===== src/rtl/uart_rx_ctrl.sv =====
// UART receive controller: start detection, baud phase accumulator,
// frame sequencing and a first-word-fall-through receive FIFO.
module uart_rx_ctrl #(
    parameter int UART_SIZE    = 8,
    parameter int SYS_CLK_FREQ = 125000000,
    parameter int BAUD_RATE    = 115200,
    parameter int ACC_WIDTH    = 32,
    parameter int FIFO_DEPTH   = 4
) (
    input  logic                 clk,
    input  logic                 reset,
    input  logic                 RX,
    input  logic                 cfg_parity_enable,
    input  logic                 cfg_parity_type,
    output logic                 parity_enable,
    output logic                 parity_type,
    output logic                 baud_tick,
    output logic                 phase_accum_reset,
    input  logic [UART_SIZE-1:0] rx_data,
    input  logic                 frame_valid,
    input  logic                 crc_error,
    input  logic                 stop_error,
    output logic                 RTS,
    input  logic                 rd_en,
    output logic [UART_SIZE+1:0] rd_data,
    output logic                 rd_empty,
    output logic                 overrun_err,
    output logic                 proto_err,
    input  logic                 err_clr
);

    localparam logic [63:0] INC_FULL =
        ((64'(BAUD_RATE) << ACC_WIDTH) + 64'(SYS_CLK_FREQ / 2))
        / 64'(SYS_CLK_FREQ);
    localparam logic [ACC_WIDTH-1:0] INC = INC_FULL[ACC_WIDTH-1:0];
    localparam logic [ACC_WIDTH-1:0] HALF =
        {1'b1, {(ACC_WIDTH-1){1'b0}}};

    localparam int BW = $clog2(UART_SIZE + 1);
    localparam int PW = $clog2(FIFO_DEPTH);
    localparam int CW = PW + 1;

    localparam logic [2:0] IDLE      = 3'd0;
    localparam logic [2:0] START     = 3'd1;
    localparam logic [2:0] DATA      = 3'd2;
    localparam logic [2:0] PARITY    = 3'd3;
    localparam logic [2:0] STOP      = 3'd4;
    localparam logic [2:0] WAIT_DONE = 3'd5;

    logic [2:0]           state;
    logic [2:0]           state_nx;
    logic                 rx_s1;
    logic                 rx_s2;
    logic                 rx_prev;
    logic                 rx_fall;
    logic [ACC_WIDTH-1:0] acc;
    logic [ACC_WIDTH:0]   acc_sum;
    logic [BW-1:0]        bit_cnt;
    logic [1:0]           wait_cnt;
    logic                 push_req;
    logic                 timeout;
    logic                 stray;
    logic                 do_push;
    logic                 do_pop;
    logic                 full;
    logic                 empty;
    logic                 overrun;
    logic [PW-1:0]        wr_ptr;
    logic [PW-1:0]        rd_ptr;
    logic [CW-1:0]        count;
    logic [CW-1:0]        count_nx;
    logic [UART_SIZE+1:0] mem [FIFO_DEPTH];

    // Sync flops reset low so a line already low after reset is no edge
    always_ff @(posedge clk or negedge reset) begin
        if (!reset) begin
            rx_s1   <= 1'b0;
            rx_s2   <= 1'b0;
            rx_prev <= 1'b0;
        end else begin
            rx_s1   <= RX;
            rx_s2   <= rx_s1;
            rx_prev <= rx_s2;
        end
    end

    assign rx_fall = rx_prev & ~rx_s2;
    assign acc_sum = {1'b0, acc} + {1'b0, INC};

    always_comb begin
        state_nx = state;
        unique case (state)
            IDLE:
                if (rx_fall) state_nx = START;
            START:
                if (baud_tick) state_nx = rx_s2 ? IDLE : DATA;
            DATA:
                if (baud_tick && bit_cnt == BW'(UART_SIZE - 1))
                    state_nx = parity_enable ? PARITY : STOP;
            PARITY:
                if (baud_tick) state_nx = STOP;
            STOP:
                if (baud_tick) state_nx = WAIT_DONE;
            WAIT_DONE:
                if (frame_valid || wait_cnt == 2'd3) state_nx = IDLE;
            default:
                state_nx = IDLE;
        endcase
    end

    assign push_req = (state == WAIT_DONE) && frame_valid;
    assign stray    = (state != WAIT_DONE) && frame_valid;
    assign timeout  = (state == WAIT_DONE) && !frame_valid
                      && (wait_cnt == 2'd3);

    always_ff @(posedge clk or negedge reset) begin
        if (!reset) begin
            state             <= IDLE;
            acc               <= '0;
            baud_tick         <= 1'b0;
            phase_accum_reset <= 1'b0;
            parity_enable     <= 1'b0;
            parity_type       <= 1'b0;
            bit_cnt           <= '0;
            wait_cnt          <= '0;
        end else begin
            state             <= state_nx;
            phase_accum_reset <= (state == IDLE) && rx_fall;
            if (state == IDLE && rx_fall) begin
                parity_enable <= cfg_parity_enable;
                parity_type   <= cfg_parity_type;
            end
            // Half-scale preload puts the carry in the middle of each bit
            if (state_nx == IDLE) begin
                acc       <= '0;
                baud_tick <= 1'b0;
            end else if (state == IDLE) begin
                acc       <= HALF;
                baud_tick <= 1'b0;
            end else begin
                acc       <= acc_sum[ACC_WIDTH-1:0];
                baud_tick <= acc_sum[ACC_WIDTH];
            end
            if (state != DATA)
                bit_cnt <= '0;
            else if (baud_tick)
                bit_cnt <= bit_cnt + BW'(1);
            if (state != WAIT_DONE)
                wait_cnt <= '0;
            else
                wait_cnt <= wait_cnt + 2'd1;
        end
    end

    assign empty   = (count == '0);
    assign full    = (count == CW'(FIFO_DEPTH));
    assign do_pop  = rd_en && !empty;
    assign do_push = push_req && (!full || do_pop);
    assign overrun = push_req && full && !do_pop;

    always_comb begin
        count_nx = count;
        unique case (1'b1)
            do_push && !do_pop: count_nx = count + CW'(1);
            do_pop && !do_push: count_nx = count - CW'(1);
            default: ;
        endcase
    end

    always_ff @(posedge clk or negedge reset) begin
        if (!reset) begin
            wr_ptr <= '0;
            rd_ptr <= '0;
            count  <= '0;
            RTS    <= 1'b1;
        end else begin
            if (do_push) wr_ptr <= wr_ptr + PW'(1);
            if (do_pop)  rd_ptr <= rd_ptr + PW'(1);
            count <= count_nx;
            RTS   <= (count_nx < CW'(FIFO_DEPTH - 1));
        end
    end

    always_ff @(posedge clk) begin
        if (do_push)
            mem[wr_ptr] <= {crc_error, stop_error, rx_data};
    end

    assign rd_data  = empty ? '0 : mem[rd_ptr];
    assign rd_empty = empty;

    // A set event in the same cycle as a clear wins
    always_ff @(posedge clk or negedge reset) begin
        if (!reset) begin
            overrun_err <= 1'b0;
            proto_err   <= 1'b0;
        end else begin
            overrun_err <= overrun | (overrun_err & ~err_clr);
            proto_err   <= timeout | stray | (proto_err & ~err_clr);
        end
    end

endmodule


===== config.mk =====
export PLATFORM = sky130hd
export DESIGN_NAME = uart_rx_ctrl
export DESIGN_NICKNAME = d
export VERILOG_FILES = /design/src/rtl/uart_rx_ctrl.sv
export SDC_FILE = /design/constraint.sdc
export NUM_CORES = 1
export LEC_CHECK = 0
export CORE_MARGIN = 1
export CORE_UTILIZATION = 45
export DETAILED_ROUTE_END_ITERATION = 7
export PLACE_DENSITY = 0.64
export SLEW_MARGIN = 20
export SYNTH_ARGS = -nofsm -noshare
export SYNTH_HDL_FRONTEND = slang
export SYNTH_SLANG_ARGS = --single-unit

===== constraint.sdc =====
create_clock -name clk -period 3.2 [get_ports clk]
set_input_delay 0.8 -clock clk [delete_from_list [all_inputs] [get_ports clk]]
set_output_delay 0.8 -clock clk [all_outputs]
set_load 0.01 [all_outputs]

## Word level (Yosys, flattened, before mapping)

Memory sizes are Yosys's and may differ from the RTL's.
Index checks and enable logic that the tools add are counted.

| word-level totals | value |
|---|---|
| RAM bits | 40 |
| output and inout port bits | 18 |
| bits in registers | 58 |
| word-level logic and storage cells | 87 |
| input port bits | 18 |
| memories | 1 |

Memories:

| memory | depth | width | rd ports | clocked after memory_dff | write ports | line | RTL |
|---|---|---|---|---|---|---|---|
| mem | 4 | 10 | 1 | 0 | 1 | 72 | `logic [UART_SIZE+1:0] mem [FIFO_DEPTH];` |

| cells by class | value |
|---|---|
| magnitude comparators | 1 |
| reductions and logical operators | 23 |
| $add $sub $neg | 7 |
| mux-type cells | 20 |
| eq/ne operators | 10 |
| bitwise logic cells | 8 |

Operator list:

| operator | count |
|---|---|
| $mux W32 | 2 |
| $add A32 B22 Y33 const B | 1 |
| $mux W3 | 7 |
| $pmux W3 S6 | 1 |
| $logic_and A1 B1 Y1 | 12 |
| $mux W10 | 1 |
| $eq A3 B3 Y1 const B | 3 |
| $logic_not A3 Y1 | 3 |
| $mux W4 | 2 |
| $add A2 B1 Y2 const B | 3 |
| $eq A3 B2 Y1 const B | 2 |
| $pmux W3 S2 | 1 |
| $logic_not A1 Y1 | 5 |
| $add A4 B1 Y4 const B | 1 |
| $eq A4 B3 Y1 const B | 1 |
| $mux W1 | 4 |
| $mux W2 | 2 |
| $add A3 B1 Y3 const B | 1 |
| $and A1 B1 Y1 | 3 |
| $eq A3 B1 Y1 const B | 1 |
| $lt A3 B2 Y1 const B | 1 |
| $ne A3 B2 Y1 const B | 1 |
| $ne A3 B3 Y1 const B | 1 |
| $or A1 B1 Y1 | 3 |
| other kinds (5) | 7 |

## Depth between registers and ports, before layout

| depth | value |
|---|---|
| depth in word-level cells | 9 |
| gate-level depth with buffers | 7 |
| gate-level depth less buffers | 7 |

## Least setup slack after synthesis

OpenSTA, ideal clock, no wires.

| path | value |
|---|---|
| path kind | input to register |
| from | input port frame_valid |
| to | register RTS |
| setup time | 0.094 ns |
| path slack | 0.756 ns |
| stages on the path | 7 |
| arrival time | 2.349 ns |
| required time | 3.106 ns |
| path buffers | 0 |
| cell sequence | and4b_1 nor2_1 fa_1 nor3_1 a31oi_4 xnor2_1 a311oi_1 |

| on the way | value |
|---|---|
| word-level cells in the longest chain between the ends | 6 |
| elaborated cells on any way between the ends | 7 |
| those cells by class | order compare (1); mux (1); reduce/logical (5) |

Ends and longest elaborated chain:

| element | line | RTL |
|---|---|---|
| from (decl) | 20 | `input logic frame_valid,` |
| $logic_and A1 B1 Y1 * | 111 | `assign push_req = (state == WAIT_DONE) && frame_valid;` |
| $logic_and A1 B1 Y1 * | 158 | `assign do_push = push_req && (!full \|\| do_pop);` |
| $logic_not A1 Y1 | 165 | `do_pop && !do_push: count_nx = count - CW'(1);` |
| $logic_and A1 B1 Y1 | 165 |  |
| $pmux W3 S2 * | 163 | `unique case (1'b1)` |
| net count_nx[2] | 71 | `logic [CW-1:0] count_nx;` |
| $lt A3 B2 Y1 * | 180 | `RTS <= (count_nx < CW'(FIFO_DEPTH - 1));` |
| to (signal assigned) | 180 |  |
| to (decl) | 23 | `output logic RTS,` |

Mark *: on every way through the listed nets, which the timed path passes. The rest lies on a longest branch.
A chain may end at the register's enable or synchronous reset.

## Final worst setup path

| path | value |
|---|---|
| from | register rd_ptr[0] |
| to | output port rd_data[1] |

| on the way | value |
|---|---|
| word-level cells in the longest chain between the ends | 2 |

Ends and longest elaborated chain:

| element | line | RTL |
|---|---|---|
| from (decl) | 69 | `logic [PW-1:0] rd_ptr;` |
| from (signal assigned) | 178 | `if (do_pop) rd_ptr <= rd_ptr + PW'(1);` |
| $mem_v2 Z4 W10 | n/a |  |
| $mux W10 | 189 | `assign rd_data = empty ? '0 : mem[rd_ptr];` |
| to (decl) | 25 | `output logic [UART_SIZE+1:0] rd_data,` |

Every way passes these cells.

==> impl_metrics.csv <==
group,metric,value,unit
run_status,status,"finished, final reports clean",
yosys,synth_area,4300,µm²
cells_and_area,seqCellArea,2630,µm²
sta,clock.fmax,336,MHz
global_routing,grt_pass1_vias,2565,
yosys,synth_edf_count,40,
critical_path,worstPathArrival,2170,ps
yosys,synth_flop_cell,"dfrtp_1",
floorplan,die_y,99.7,µm
routing,ant_nets,0,
cts,cts.clk_slew.worst_paths,100,ps
cts,htree_num_levels,3,
cells_and_area,nNetsFinal,391,
cts,clock_path_buffers,2,
placement,dp_hpwl,4870,µm
cts,post-cts-setup-buffers,0,
yosys,synthArstFlopShare,58.8,%
yosys,yosysWarningCount,0,
power_and_ir_drop,p_clk_share,18.6,%
routing,firstDrtPassIters,4,
sta,setup_viol,0,
critical_path,cp-end-kind,"primary output",
yosys,synth_top_area_share,32.6,%
global_routing,grt_max_degree,33,
cells_and_area,antenna_cells,0,
critical_path,reg2reg_slack,620,ps
routing,drt-total-wl,7190,µm
cells_and_area,syn_to_final_growth,16.0,%
global_routing,grt_pass1_wl,12500,µm
yosys,yosys.area.top_type,"dfrtp_1",
placement,place_inst,483,
global_routing,antenna_found_initial,0,
power_and_ir_drop,p_leak,1.93,nW
routing,drcViolationCount,0,
placement,io_buffer_count,35,
critical_path,worst_r2r_endpoint,"RTS",
floorplan,rows,35,
routing,viasPerCell,5.19,
routing,dr_total_vias,2591,
yosys,syn_avg_cell_area,13.3,µm²
power_and_ir_drop,power_frac_seq,46.4,%
critical_path,crit_end,"rd_data[1]",
floorplan,initial_core_util,46.5,%
floorplan,core-area,9240,µm²
yosys,synth_common_cells,"56 x dfrtp_1, 41 x nor2_1, 40 x edfxtp_1",
cells_and_area,stdcell_count,499,
global_routing,grt_usage,16.3,%
yosys,synth_seq_area_share,61.2,%
sta,finClkSkew,12.3,ps
placement,routabilityCongestion,0.774,
yosys,yosysMostFrequentCell,"dfrtp_1",
sta,worstMarginPinSlew,726,ps
sta,max_slew_margin,51.6,%
sta,final.period_utilization,92.9,%
sta,tns,0,ps
routing,wl_per_cell,14.4,µm
cts,clock_sink_count,97,
critical_path,critPathLaunchType,"register",
yosys,synth_cell_types,59,
floorplan,fp.dieW,99.7,µm
cts,cts_hold_buf,0,
sta,slew_violations,0,
critical_path,cp_max_fo,10,
power_and_ir_drop,power_switching,0.00135,W
yosys,synthCells,323,
floorplan,ios,36,
sta,setup_slack,227,ps
critical_path,reg2regPathDepth,7,
cells_and_area,fin_area,4980,µm²
critical_path,path_class,"reg2out",
yosys,syn_nets,349,
sta,holdWs,356,ps
critical_path,crit_start,"rd_ptr[0]",
critical_path,cp.required,2400,ps
cells_and_area,nFillCells,813,
cts,insertion_delay,360,ps
yosys,synth.ff_latch_count,97,
sta,period_needed,2970,ps
power_and_ir_drop,vdd_ir_drop_max,399,µV
cts,post_cts_resized,0,
power_and_ir_drop,internal_power,0.00255,W
cells_and_area,multi_input_area,1590,µm²
floorplan,dieArea,9940,µm²
sta,rsz0062_at_grt,"no",
cts,cts_buffers,9,
placement,place_area,4810,µm²
global_routing,overflow,0,
cts,cts_tree,"done",
power_and_ir_drop,switching_share,34.7,%
power_and_ir_drop,power.density,782,nW/µm²
cells_and_area,drive_gt1_share,13.2,%
power_and_ir_drop,pwr-share-comb,34.9,%
placement,dp_worst_setup_slack,148,ps
critical_path,worstReg2RegStart,"count[1]",
sta,final_hold_viol_count,0,
cts,root_buffer,"clkbuf_8",
routing,drt_iter0_markers,61,
yosys,ys_top_cells_by_area,"dfrtp_1 33%, edfxtp_1 28%, mux4_2 5.2%",
worst_hold_path,hp-class,"reg2reg",
job,drv_cap,0,
[layout make-up]
type	count	share of cell area [%]
flip-flops and latches	97	52.7
well taps	129	3.24
multi-input cells	207	32.0
clock buffers	9	2.49
inverters	9	0.678
repair buffers	41	7.83
clock inverters	7	1.05
[layer usage]
metal | global-route usage [%] | wire [µm]
met5 | 0 | 0
met4 | 7.58 | 145
met3 | 3.02 | 212
met2 | 25.4 | 3500
met1 | 22.3 | 3330
[how the worst min path moves through the flow]
stage	slack, ps	end	startpoint	cells after the start
global placement	340	rx_s2	rx_s1	0
detailed placement	330	rx_s2	rx_s1	0
finish	360	rx_s2	rx_s1	0
global route	370	rx_s2	rx_s1	0
CTS	360	rx_s2	rx_s1	0
floorplan	330	rx_s2	rx_s1	0
[metrics by stage]
stage                     util [%]  power [W]
after global routing          53.9    0.00421
after CTS                     53.9    0.00395
after floorplan                  -    0.00275
after detailed placement      52.0    0.00322
final                         53.9    0.00390
after global placement        52.0    0.00318
[flip-flops by register name, indices dropped and copies added, names as in the netlist]
name               flops
state                  3
parity_type            1
phase_accum_reset      1
count                  3
RTS                    1
overrun_err            1
wait_cnt               2
baud_tick              1
wr_ptr                 2
bit_cnt                4
proto_err              1
rx_prev                1
acc                   31
rx_s1                  1
rx_s2                  1
parity_enable          1
rd_ptr                 2
mem                   40
[worst max-delay path, stage by stage, from the launching register on]
cell and delay (ps):
dfrtp_1 410, buf_4 260, mux4_2 530, nor2b_1 140
clkdlybuf4s50_1 470
[power by group through the flow]
| stage | logic, W | registers, W | clock network (W) |
|---|---|---|---|
| after CTS | 0.00138 | 0.00181 | 0.000752 |
| after global placement | 0.00135 | 0.00183 | 0 |
| after floorplan | 0.00101 | 0.00174 | 0 |
| after detailed placement | 0.00138 | 0.00184 | 0 |
| final | 0.00136 | 0.00181 | 0.000726 |
| after global routing | 0.00153 | 0.00186 | 0.000817 |
[cells by family (layout without fill, tap and decap cells)]
| logic type | after synthesis | after routing | share of synthesized area (%) |
|---|---|---|---|
| flip-flops | 97 | 97 | 61.2 |
| multiplexers | 14 | 14 | 6.26 |
| AO/OA/AOI/OAI | 45 | 45 | 8.18 |
| AND/OR/NAND/NOR | 107 | 107 | 13.4 |
| XOR/XNOR | 33 | 33 | 6.73 |
| buffers and inverters | 19 | 66 | 1.75 |
| adder cells (fa/ha/maj) | 8 | 8 | 2.50 |
[placed cells by master, fill, tap and decap left out, types with 3 or more instances in the layout]
cell type / instances
nand4_1: 4
mux4_2: 10
dfrtp_1: 56
o211ai_1: 5
nand3_1: 6
a21oi_1: 4
nor2b_1: 12
and3_1: 4
inv_6: 3
xnor2_1: 14
nor4_1: 3
and3_2: 4
xor2_1: 19
mux2_2: 3
ha_1: 7
nor2_1: 41
o21ai_0: 11
nor3_1: 8
buf_4: 6
nand2_1: 9
edfxtp_1: 40
inv_1: 9
clkdlybuf4s50_1: 34
nor3b_1: 3
clkbuf_8: 9
Power figures use the tool's default switching activity.
